`config.mk`:
```
export PLATFORM = sky130hd
export DESIGN_NAME = fsm_010_gen
export DESIGN_NICKNAME = d
export VERILOG_FILES = /design/src/rtl/fsm_010_gen.sv
export SDC_FILE = /design/constraint.sdc
export NUM_CORES = 1
export LEC_CHECK = 0
export CORE_UTILIZATION = 53
export DETAILED_ROUTE_END_ITERATION = 7
export GPL_TIMING_DRIVEN = 1
export HOLD_SLACK_MARGIN = 0.03
export PLACE_DENSITY = 0.84
export SLEW_MARGIN = 0
export SYNTH_ARGS = -nofsm -noshare
export SYNTH_HDL_FRONTEND = slang
export SYNTH_SLANG_ARGS = --single-unit
```
`constraint.sdc`:
```
create_clock -name clk -period 3.3 [get_ports clk]
set_input_delay 0.495 -clock clk [delete_from_list [all_inputs] [get_ports clk]]
set_output_delay 0.495 -clock clk [all_outputs]
set_load 0.03 [all_outputs]
```
`src/rtl/fsm_010_gen.sv`:
```
// fsm_010_gen: serial stimulus generator for a "010" sequence detector.
// On an accepted request it emits exactly N non-overlapping "010" patterns.
// Consecutive patterns are separated by G idle '1' bits. The line idles at 1.
// Optional feature: define FSM_GEN_ABORT_EN to add an 'abort' input. When
// abort is high in a busy state, the request is cut short: the FSM goes to FIN
// and only patterns that were fully emitted are counted.
module fsm_010_gen #(
  parameter int CNT_W = 10,
  parameter int GAP_W = 4
) (
  input  logic             clk,
  input  logic             rst,
`ifdef FSM_GEN_ABORT_EN
  input  logic             abort,
`endif
  input  logic             start_valid,
  output logic             start_ready,
  input  logic [CNT_W-1:0] req_count,
  input  logic [GAP_W-1:0] gap_cfg,
  output logic             x,
  output logic             busy,
  output logic             done,
  output logic [CNT_W-1:0] sent_count
);

  typedef enum logic [2:0] {
    S_IDLE = 3'd0,
    S_B0   = 3'd1,
    S_B1   = 3'd2,
    S_B2   = 3'd3,
    S_GAP  = 3'd4,
    S_FIN  = 3'd5
  } state_e;

  state_e             state_q, state_d;
  logic [CNT_W-1:0]   n_q, n_d;          // latched pattern count N
  logic [GAP_W-1:0]   g_q, g_d;          // latched gap length G
  logic [GAP_W-1:0]   gap_cnt_q, gap_cnt_d;
  logic [CNT_W-1:0]   sent_q, sent_d;
  logic               x_q, x_d;
  logic               busy_q, busy_d;
  logic               done_q, done_d;

  logic               accept;
  logic               in_busy;
  logic               abort_w;
  logic [CNT_W:0]     sent_inc;          // one bit wider so N = 2**CNT_W-1 compares cleanly
  logic               last_pat;

`ifdef FSM_GEN_ABORT_EN
  assign abort_w = abort;
`else
  assign abort_w = 1'b0;
`endif

  assign start_ready = (state_q == S_IDLE);
  assign accept      = start_valid && start_ready;
  assign in_busy     = (state_q == S_B0) || (state_q == S_B1) ||
                       (state_q == S_B2) || (state_q == S_GAP);
  assign sent_inc    = {1'b0, sent_q} + {{CNT_W{1'b0}}, 1'b1};
  assign last_pat    = (sent_inc == {1'b0, n_q});

  // State register plus request/progress registers; reset aborts any request.
  always_ff @(posedge clk or posedge rst) begin
    if (rst) begin
      state_q   <= S_IDLE;
      n_q       <= '0;
      g_q       <= '0;
      gap_cnt_q <= '0;
      sent_q    <= '0;
    end else begin
      state_q   <= state_d;
      n_q       <= n_d;
      g_q       <= g_d;
      gap_cnt_q <= gap_cnt_d;
      sent_q    <= sent_d;
    end
  end

  // Next-state logic: walk B0->B1->B2, then optionally GAP, until N patterns are done.
  always_comb begin
    state_d = state_q;
    case (state_q)
      S_IDLE: begin
        if (accept) state_d = (req_count == '0) ? S_FIN : S_B0;
      end
      S_B0:   state_d = S_B1;
      S_B1:   state_d = S_B2;
      S_B2: begin
        if (last_pat)        state_d = S_FIN;
        else if (g_q == '0)  state_d = S_B0;
        else                 state_d = S_GAP;
      end
      S_GAP: begin
        if (gap_cnt_q == '0) state_d = S_B0;
      end
      S_FIN:  state_d = S_IDLE;
      default: state_d = S_IDLE;
    endcase
    // An abort overrides normal sequencing. A pattern still in flight is dropped.
    if (abort_w && in_busy) state_d = S_FIN;
  end

  // Datapath next values: latch the request, count finished patterns, run the gap timer.
  always_comb begin
    n_d       = n_q;
    g_d       = g_q;
    gap_cnt_d = gap_cnt_q;
    sent_d    = sent_q;
    case (state_q)
      S_IDLE: begin
        if (accept) begin
          n_d    = req_count;
          g_d    = gap_cfg;
          sent_d = '0;
        end
      end
      S_B2: begin
        // The pattern counts only once its final 0 has been emitted without an abort.
        if (!abort_w) begin
          sent_d = sent_inc[CNT_W-1:0];
          // Load G-1 so the GAP state lasts exactly G cycles.
          if (!last_pat && (g_q != '0)) gap_cnt_d = g_q - 1'b1;
        end
      end
      S_GAP: begin
        if (gap_cnt_q != '0) gap_cnt_d = gap_cnt_q - 1'b1;
      end
      default: ;
    endcase
  end

  // Output decode from the next state, so x/busy/done are registered without extra latency.
  always_comb begin
    x_d    = !((state_d == S_B0) || (state_d == S_B2));
    busy_d = (state_d == S_B0) || (state_d == S_B1) ||
             (state_d == S_B2) || (state_d == S_GAP);
    done_d = (state_d == S_FIN);
  end

  // Output registers; the line idles high on reset.
  always_ff @(posedge clk or posedge rst) begin
    if (rst) begin
      x_q    <= 1'b1;
      busy_q <= 1'b0;
      done_q <= 1'b0;
    end else begin
      x_q    <= x_d;
      busy_q <= busy_d;
      done_q <= done_d;
    end
  end

  assign x          = x_q;
  assign busy       = busy_q;
  assign done       = done_q;
  assign sent_count = sent_q;

endmodule

```
==> results.json, run 1 <==
{
  "dr.pass1.iters": 4,
  "path_class": "reg2reg",
  "antenna_found_initial": 0,
  "clock_path_buffers": 2,
  "synth.net_count": 228,
  "internal-power_w": 0.00124,
  "maxCapViolCount": 0,
  "worst_pin_slew_ns": 0.676,
  "timing.fmax_mhz": 368,
  "switching_power_w": 0.000853,
  "clockPowerShare_pct": 18.3,
  "area_growth_pct": 21.9,
  "irDropWorstVdd_uv": 482,
  "grt_pass1_vias": 1633,
  "cts-root-buf": "clkbuf_8",
  "synth_edf_count": 0,
  "start_util_pct": 57.6,
  "cts_tree": "done",
  "die_x_um": 63.4,
  "cts_hold_buf": 0,
  "hpwl_um": 3310,
  "placed_cell_area_mm2": 0.00233,
  "synth-main-ff-cell": "dfrtp_1",
  "ff2ff_setup_slack_ns": 0.59,
  "gr-usage-all-layers_pct": 25.4,
  "yosys_warnings": 0,
  "place.gp.congestion": 0.857,
  "startpoint_type": "flip-flop",
  "vias": 1722,
  "setup_viol": 0,
  "slew_headroom_pct": 54.9,
  "grt-ovfl-total": 0,
  "die-area_mm2": 0.00402,
  "min_period_ns": 2.71,
  "synth_cell_types": 52,
  "run_status": "finished, final reports clean",
  "numCtsBuffers": 5,
  "ys_seq_area_share_pct": 42.6,
  "preCtsSetupSlack_ns": 0.648,
  "hold_viol_final": 0,
  "syn_area_mm2": 0.00200,
  "hold-worst-slack_ns": 0.532,
  "drive_gt1_share_pct": 15.5,
  "seqPwrFrac_pct": 36.8,
  "clock_sinks": 34,
  "rows": 21,
  "crit_required_ns": 3.51,
  "tns_ns": 0,
  "wl_um": 4530,
  "fp.dieH_um": 63.4,
  "power.density_mw_per_mm2": 858,
  "reg2reg_from": "sent_count[0]",
  "drtIter0Drc": 115,
  "fin_skew_ns": 0.00874,
  "async_reset_ff_share_pct": 100,
  "critPathArrivalTime_ns": 2.92,
  "syn_inst": 209,
  "n_antenna_cell": 0,
  "antenna_left": 0,
  "holdPathEnd": "n_q[9]",
  "grt_pass1_wl_um": 7650,
  "fin_nets": 257,
  "hold_depth": 1,
  "htree_levels": 2,
  "io_buffers": 30,
  "critPathMaxFanout": 8,
  "grt_max_degree": 19,
  "wl_per_cell_um": 15.9,
  "leakage_nw": 0.949,
  "min_path_type": "reg2reg",
  "reg2reg_depth": 8,
  "synth_area_per_cell_um2": 9.56,
  "reg2reg_to": "gap_cnt_q[2]",
  "clk_pin_slew_ns": 0.07,
  "cts_resized": 0,
  "drv_slew": 0,
  "avgViaCountPerCell": 6.04,
  "synth.ff_latch_count": 34,
  "clk_latency_ns": 0.30,
  "sw_frac_of_total_pct": 40.8,
  "io_pins": 31,
  "rsz0062_at_grt": "no",
  "fin_crit_sh_pct": 82.2,
  "worst_setup_path_end_kind": "flip-flop",
  "core_mm2": 0.00347,
  "postCtsSetupBuffers": 0,
  "fin_area_mm2": 0.00243,
  "combPwrFrac_pct": 44.9,
  "drc": 0,
  "worstHoldStart": "n_q[9]",
  "postLayoutSetupSlackWorst_ns": 0.586
}
==> registers in the layout, indices dropped and copies added (netlist names) <==
register,cells
busy,1
done,1
g_q,4
gap_cnt_q,4
n_q,10
sent_count,10
state_q,3
x,1
==> final cells by class <==
| class | count | area [um^2] |
|---|---|---|
| multi-input combinational | 159 | 1080 |
| timing repair buffer | 32 | 315 |
| clock inverter | 3 | 40.0 |
| fill | 286 | 1030 |
| inverter | 6 | 22.5 |
| tap | 46 | 57.6 |
| sequential | 34 | 852 |
| clock buffer | 5 | 68.8 |
==> worst max-delay path, stage by stage (launching register included) <==
cell and delay (ns):
dfrtp_1 0.50, ha_1 0.40, nand2_2 0.18, a2111oi_2 0.36, o2bb2ai_1 0.17, a211oi_2 0.09, nor4_4 0.51, o21ai_0 0.20
a211oi_1 0.20
==> power by group through the flow <==
stage          logic (W)  registers [W]  clock network (W)
2_1_floorplan   0.000655       0.000783                  0
3_3_place_gp    0.000906       0.000766                  0
3_5_place_dp    0.000940       0.000775                  0
4_1_cts         0.000945       0.000768           0.000387
5_1_grt          0.00103       0.000800           0.000409
6_report        0.000939       0.000768           0.000382
==> per-layer routing <==
metal  wire length, um  share of wire, %  track usage, %
met3               309               6.8            6.52
met1              1910                42            32.2
met2              2200                49            40.0
met5                 0                 0               0
met4               105               2.3            12.2
==> stage by stage <==
step                      total power (W)  cells  util [%]
after global placement            0.00167    277      67.1
after floorplan                   0.00144    209         -
after CTS                         0.00210    285      70.2
final                             0.00209    285      70.2
after detailed placement          0.00172    277      67.1
after global routing              0.00224    285      70.2
==> layout by cell type (no fill, tap or decap), types with 2 or more instances in the layout <==
cell	synthesis	final
dfrtp_1	33	33
clkdlybuf4s50_1	0	30
nand2_1	20	20
o21ai_0	18	18
nor2_1	14	14
mux2_2	12	12
a21oi_1	8	8
xnor2_1	8	8
nand3_1	8	8
inv_1	6	6
nand4_1	5	5
clkbuf_8	0	5
nor3_1	4	4
and2_1	4	4
mux2i_1	4	4
nor4_1	4	4
or2_2	3	3
o31ai_1	3	3
or4_1	2	2
o2bb2ai_1	2	2
a211oi_2	2	2
xor2_1	2	2
nand2b_1	2	2
a311oi_1	2	2
o211ai_1	2	2
and3_1	2	2
a211oi_1	2	2
a31oi_1	2	2
o22ai_1	2	2
o41ai_1	2	2
ha_1	2	2
clkinv_2	0	2
buf_4	1	2
==> cells in the mapped netlist (all sizes together), types with 3 or more instances <==
library cell  count  area share, %
nor2             14            2.6
and3              3            1.0
inv               6            1.1
nand3             9            2.5
o21ai            19            4.9
or2               3           0.94
o31ai             3            1.1
nor4              5            2.3
mux2             12            6.8
nand2            21            4.1
a21oi             8            2.0
nor3              4            1.0
mux2i             4            2.0
and2              5            1.6
clkbuf            5           0.94
or4               3            1.3
buf               5            1.3
xnor2             9            4.3
dfrtp            33             41
nand4             5            1.6
a211oi            4            2.0
==> how the worst max path moves through the flow <==
stage | start | endpoint | slack [ns]
finish | sent_count[0] | gap_cnt_q[2] | 0.59
floorplan | sent_count[0] | gap_cnt_q[1] | 0.70
global placement | sent_count[0] | gap_cnt_q[1] | 0.76
global route | sent_count[0] | busy | 0.41
detailed placement | sent_count[0] | busy | 0.65
CTS | sent_count[0] | busy | 0.63
==> kinds of logic (layout without fill, tap and decap cells) <==
group,count (synthesis),after routing,synth area share (%)
AND/OR/NAND/NOR,80,80,22.1
adder cells (fa/ha/maj),2,2,1.25
AO/OA/AOI/OAI,50,50,16.7
multiplexers,16,16,8.77
XOR/XNOR,11,11,5.20
flip-flops,34,34,42.6
buffers and inverters,16,46,3.38
Note: power is estimated with default switching activity, not from simulation.
==> inputs of run 2 (changes only) <==
--- a/config.mk
+++ b/config.mk
@@ -5,11 +5,11 @@
 export SDC_FILE = /design/constraint.sdc
 export NUM_CORES = 1
 export LEC_CHECK = 0
-export CORE_UTILIZATION = 53
+export CORE_UTILIZATION = 48
 export DETAILED_ROUTE_END_ITERATION = 7
 export GPL_TIMING_DRIVEN = 1
 export HOLD_SLACK_MARGIN = 0.03
-export PLACE_DENSITY = 0.84
+export PLACE_DENSITY = 0.8
 export SLEW_MARGIN = 0
 export SYNTH_ARGS = -nofsm -noshare
 export SYNTH_HDL_FRONTEND = slang
==> constraint.sdc (replaced) <==
create_clock -name clk -period 2.4 [get_ports clk]
set_input_delay 0.36 -clock clk [delete_from_list [all_inputs] [get_ports clk]]
set_output_delay 0.36 -clock clk [all_outputs]
set_load 0.03 [all_outputs]
==> results.json, run 2 (same netlist as run 1, synthesis figures left out) <==
{
  "hold_viol_final": 0,
  "worst_setup_path_end_kind": "flip-flop",
  "final_core_util_pct": 62.6,
  "drtIter0Drc": 87,
  "htree_levels": 2,
  "slew_headroom_pct": 60.6,
  "min_period_ns": 2.26,
  "rows": 23,
  "reg2reg_to": "state_q[0]",
  "fin_crit_sh_pct": 94.4,
  "startpoint_type": "flip-flop",
  "core_mm2": 0.00400,
  "clk_pin_slew_ns": 0.07,
  "clock_sinks": 34,
  "power.density_mw_per_mm2": 1140,
  "antenna_left": 0,
  "grt_max_degree": 35,
  "layout.area.seq_um2": 860,
  "crit_required_ns": 2.58,
  "gr-usage-all-layers_pct": 22.6,
  "n_antenna_cell": 0,
  "ff2ff_setup_slack_ns": 0.14,
  "grt_pass1_wl_um": 7380,
  "area_growth_pct": 25.2,
  "leakage_nw": 0.978,
  "preCtsSetupSlack_ns": 0.102,
  "io_pins": 31,
  "start_util_pct": 50.0,
  "drc": 0,
  "timing.fmax_mhz": 442,
  "switching_power_w": 0.00118,
  "wl_um": 4660,
  "clockPowerShare_pct": 15.7,
  "worst_pin_slew_ns": 0.588,
  "numCtsBuffers": 5,
  "seqPwrFrac_pct": 36.0,
  "avgViaCountPerCell": 5.82,
  "grt-ovfl-total": 0,
  "most-common-layout-cells": "clkdlybuf4s50_1, dfrtp_1, nand2_1",
  "finalNonFillerCells": 298,
  "setup_viol": 0,
  "run_status": "finished, final reports clean",
  "critPathMaxFanout": 10,
  "grt_pass1_vias": 1624,
  "dp_cells": 288,
  "postLayoutSetupSlackWorst_ns": 0.135,
  "wl_per_cell_um": 15.7,
  "place.gp.congestion": 0.854,
  "io_buffers": 30,
  "rsz0062_at_grt": "no",
  "vias": 1735,
  "min_path_type": "in2async",
  "cts-root-buf": "clkbuf_8",
  "cts_tree": "done",
  "critPathArrivalTime_ns": 2.45,
  "irDropWorstVdd_uv": 602,
  "p_total_w": 0.00285,
  "hpwl_um": 3360,
  "fill_cells": 341,
  "tns_ns": 0,
  "final_common_cell": "clkdlybuf4s50_1",
  "internal-power_w": 0.00168,
  "clk_latency_ns": 0.29,
  "clock_path_buffers": 2,
  "multiInputGateArea_mm2": 0.00108,
  "combPwrFrac_pct": 48.3,
  "antenna_found_initial": 0,
  "reg2reg_depth": 8,
  "dr.pass1.iters": 4,
  "die_x_um": 66.5,
  "path_class": "reg2reg",
  "sw_frac_of_total_pct": 41.2,
  "reg2reg_from": "sent_count[3]",
  "fin_skew_ns": 0.00803,
  "cts_hold_buf": 0,
  "die-area_mm2": 0.00442,
  "drv_slew": 0,
  "maxCapViolCount": 0,
  "fp.dieH_um": 66.5,
  "fin_nets": 266,
  "drive_gt1_share_pct": 21.0
}
[run 2: cell count changes in the layout (fill, tap and decap cells not counted), sizes merged]
cell,change
buf,+9
clkinv,-1
clkbuf,+2
bufinv,-1
[run 2: metrics by stage]
step / hold WS (ns) / cell area, um^2
after floorplan: 0.477 / 2010
after global placement: 0.514 / 2390
after detailed placement: 0.518 / 2390
after CTS: 0.488 / 2480
after global routing: 0.532 / 2500
final: 0.467 / 2500
[run 2: per-layer routing]
layer  global-route usage, %  vias up  wire (um)
li1                        -      842          -
met1                    28.5      837       2100
met2                    36.4       52       2280
met3                    6.16        4        255
met4                    9.57        0         27
met5                       0        -          0
[run 2: how the worst max path moves through the flow]
stage                   from           end  cells after the start  slack, ns
3_3_place_gp   sent_count[3]  gap_cnt_q[1]                      7       0.13
4_1_cts        sent_count[3]  gap_cnt_q[1]                      7       0.09
5_1_grt        sent_count[0]  gap_cnt_q[1]                      8       0.01
6_report       sent_count[3]    state_q[0]                      8       0.14
3_5_place_dp   sent_count[3]  gap_cnt_q[1]                      7       0.10
2_1_floorplan  sent_count[0]  gap_cnt_q[1]                      9      -0.05
[run 2: critical path, cell delays in order, from the launching register on]
cell	delay (ns)
dfrtp_2	0.46
nand4_1	0.23
nor3_1	0.20
and4bb_2	0.26
a211oi_2	0.26
nor4_4	0.08
buf_4	0.17
o21a_1	0.20
or2_2	0.29
[run 2: power groups by stage]
stage / registers [W] / clock network (W) / logic, W
after detailed placement: 0.00103 / 0 / 0.00137
after CTS: 0.00102 / 0.000453 / 0.00138
after global routing: 0.00105 / 0.000477 / 0.00149
final: 0.00103 / 0.000448 / 0.00138
after floorplan: 0.00108 / 0 / 0.000903
after global placement: 0.00102 / 0 / 0.00134
[run 2: final cells by class]
class | instances | area share [%]
clock buffer | 7 | 3.45
clock inverter | 1 | 0.200
inverter | 6 | 0.900
multi-input combinational | 159 | 43.3
sequential | 34 | 34.3
tap | 50 | 2.50
timing repair buffer | 41 | 15.3
[run 2: repair_timing]
action | CTS | global route
buffers inserted | 0 | 2
resized for setup | 0 | 5
setup endpoints to repair | 0 | 7
==> inputs of run 3 (changes only) <==
==> constraint.sdc (replaced) <==
create_clock -name clk -period 2.4 [get_ports clk]
set_input_delay 0.48 -clock clk [delete_from_list [all_inputs] [get_ports clk]]
set_output_delay 0.48 -clock clk [all_outputs]
set_load 0.03 [all_outputs]
==> results.json, run 3 (same netlist as run 1, synthesis figures left out) <==
{
  "drive_gt1_share_pct": 20.6,
  "cp_num_buf_inv": 0,
  "drtIter0Drc": 142,
  "startpoint_type": "flip-flop",
  "fin_skew_ns": 0.00824,
  "critPathArrivalTime_ns": 2.44,
  "cp_common_cell": "a211oi_2",
  "run_status": "finished, final reports clean",
  "numCtsBuffers": 5,
  "die-area_mm2": 0.00442,
  "cts-root-buf": "clkbuf_8",
  "worst_setup_path_end_kind": "flip-flop",
  "slew_headroom_pct": 60.2,
  "grt-ovfl-total": 0,
  "timing.fmax_mhz": 441,
  "irDropWorstVdd_uv": 500,
  "postCtsSetupBuffers": 0,
  "cp_num_cells": 8,
  "antenna_left": 0,
  "hold_viol_final": 0,
  "cp_cell_sequence": "ha_1 -> nand2_2 -> a2111oi_2 -> o2bb2ai_1 -> a211oi_2 -> or4_4 -> a211oi_2 -> a211oi_1",
  "io_pins": 31,
  "avgViaCountPerCell": 5.95,
  "antenna_found_initial": 0,
  "postLayoutSetupSlackWorst_ns": 0.132,
  "gr-usage-all-layers_pct": 23.2,
  "io_buffers": 30,
  "min_period_ns": 2.27,
  "grt_pass1_vias": 1641,
  "final_common_cell": "clkdlybuf4s50_1",
  "most-common-layout-cells": "clkdlybuf4s50_1, dfrtp_1, nand2_1",
  "min_path_type": "reg2reg",
  "core_mm2": 0.00400,
  "start_util_pct": 50.0,
  "htree_levels": 2,
  "cpPeakStageDelay_ns": 0.56,
  "reg2reg_depth": 8,
  "slowest_stage": "or4_4",
  "fin_crit_sh_pct": 94.5,
  "fin_nets": 265,
  "die_x_um": 66.5,
  "crit_required_ns": 2.58,
  "clock_sinks": 34,
  "vias": 1766,
  "clk_latency_ns": 0.30,
  "leakage_nw": 0.985,
  "wl_per_cell_um": 15.4,
  "critPathMaxFanout": 8,
  "worst_pin_slew_ns": 0.595,
  "grt_max_degree": 35,
  "path_class": "reg2reg",
  "clk_pin_slew_ns": 0.07,
  "cts_tree": "done",
  "preCtsSetupSlack_ns": 0.0629,
  "rsz0062_at_grt": "no",
  "setup_viol": 0,
  "place.gp.congestion": 0.856,
  "n_antenna_cell": 0,
  "power.density_mw_per_mm2": 1160,
  "tns_ns": 0,
  "area_growth_pct": 25.7,
  "cpLargestDelayFamily": "compound AO/OA/AOI/OAI gates",
  "hpwl_um": 3370,
  "maxCapViolCount": 0,
  "grt_pass1_wl_um": 7380,
  "wl_um": 4570,
  "hold_depth": 1,
  "fp.dieH_um": 66.5,
  "clock_path_buffers": 2,
  "p_total_w": 0.00291,
  "dr.pass1.iters": 4,
  "drc": 0,
  "drv_slew": 0,
  "rows": 23
}
run 3: cell types whose count changed in the layout (fill, tap and decap cells not counted):
cell	before	now
dfrtp_2	6	5
o311ai_1	1	0
buf_4	11	10
o311ai_0	0	1
clkbuf_1	1	0
clkinv_2	1	0
clkbuf_8	6	8
dfrtp_1	27	28
run 3: cell type report:
type | count | area (um^2)
fill | 315 | 1490
multi-input combinational | 159 | 1080
sequential | 34 | 858
timing repair buffer | 40 | 375
clock buffer | 8 | 110
tap | 50 | 62.6
inverter | 6 | 22.5
run 3: path summary, 6_finish.rpt:
| check | endpoint | slack [ns] | startpoint |
|---|---|---|---|
| hold / removal | n_q[0] | 0.53 | n_q[0] |
| hold reg to reg | n_q[0] | 0.53 | n_q[0] |
| setup / recovery | gap_cnt_q[1] | 0.13 | sent_count[0] |
| setup reg to reg | gap_cnt_q[1] | 0.13 | sent_count[0] |
| max in group asynchronous | x | 1.49 | rst |
| min in group asynchronous | sent_count[7] | 0.57 | rst |
run 3: through the flow:
stage / area [um^2] / utilization, % / std cells / hold slack, ns
after floorplan: 2010 / - / 209 / 0.496
after global placement: 2400 / 60.0 / 289 / 0.512
after detailed placement: 2400 / 60.0 / 289 / 0.520
after CTS: 2510 / 62.7 / 297 / 0.535
after global routing: 2510 / 62.8 / 297 / 0.561
final: 2510 / 62.8 / 297 / 0.530
run 3: per-layer routing:
layer / GRT usage, % / up-vias / routed length, um
li1: - / 839 / -
met1: 29.3 / 863 / 2050
met2: 36.6 / 54 / 2230
met3: 5.31 / 10 / 188
met4: 12.2 / 0 / 100
met5: 0 / - / 0
run 3: report_power, final:
group          switching (W)  leakage (nW)  total (W)  internal (W)
clock               0.000206        0.0575   0.000495      0.000289
sequential          0.000207         0.415    0.00102      0.000815
combinational       0.000758         0.513    0.00139      0.000631
total                0.00117         0.985    0.00291       0.00174
run 3: repair_timing:
item	in CTS	in global routing
endpoints found under the setup margin	0	4
resized for setup	0	3
hold buffers	0	0
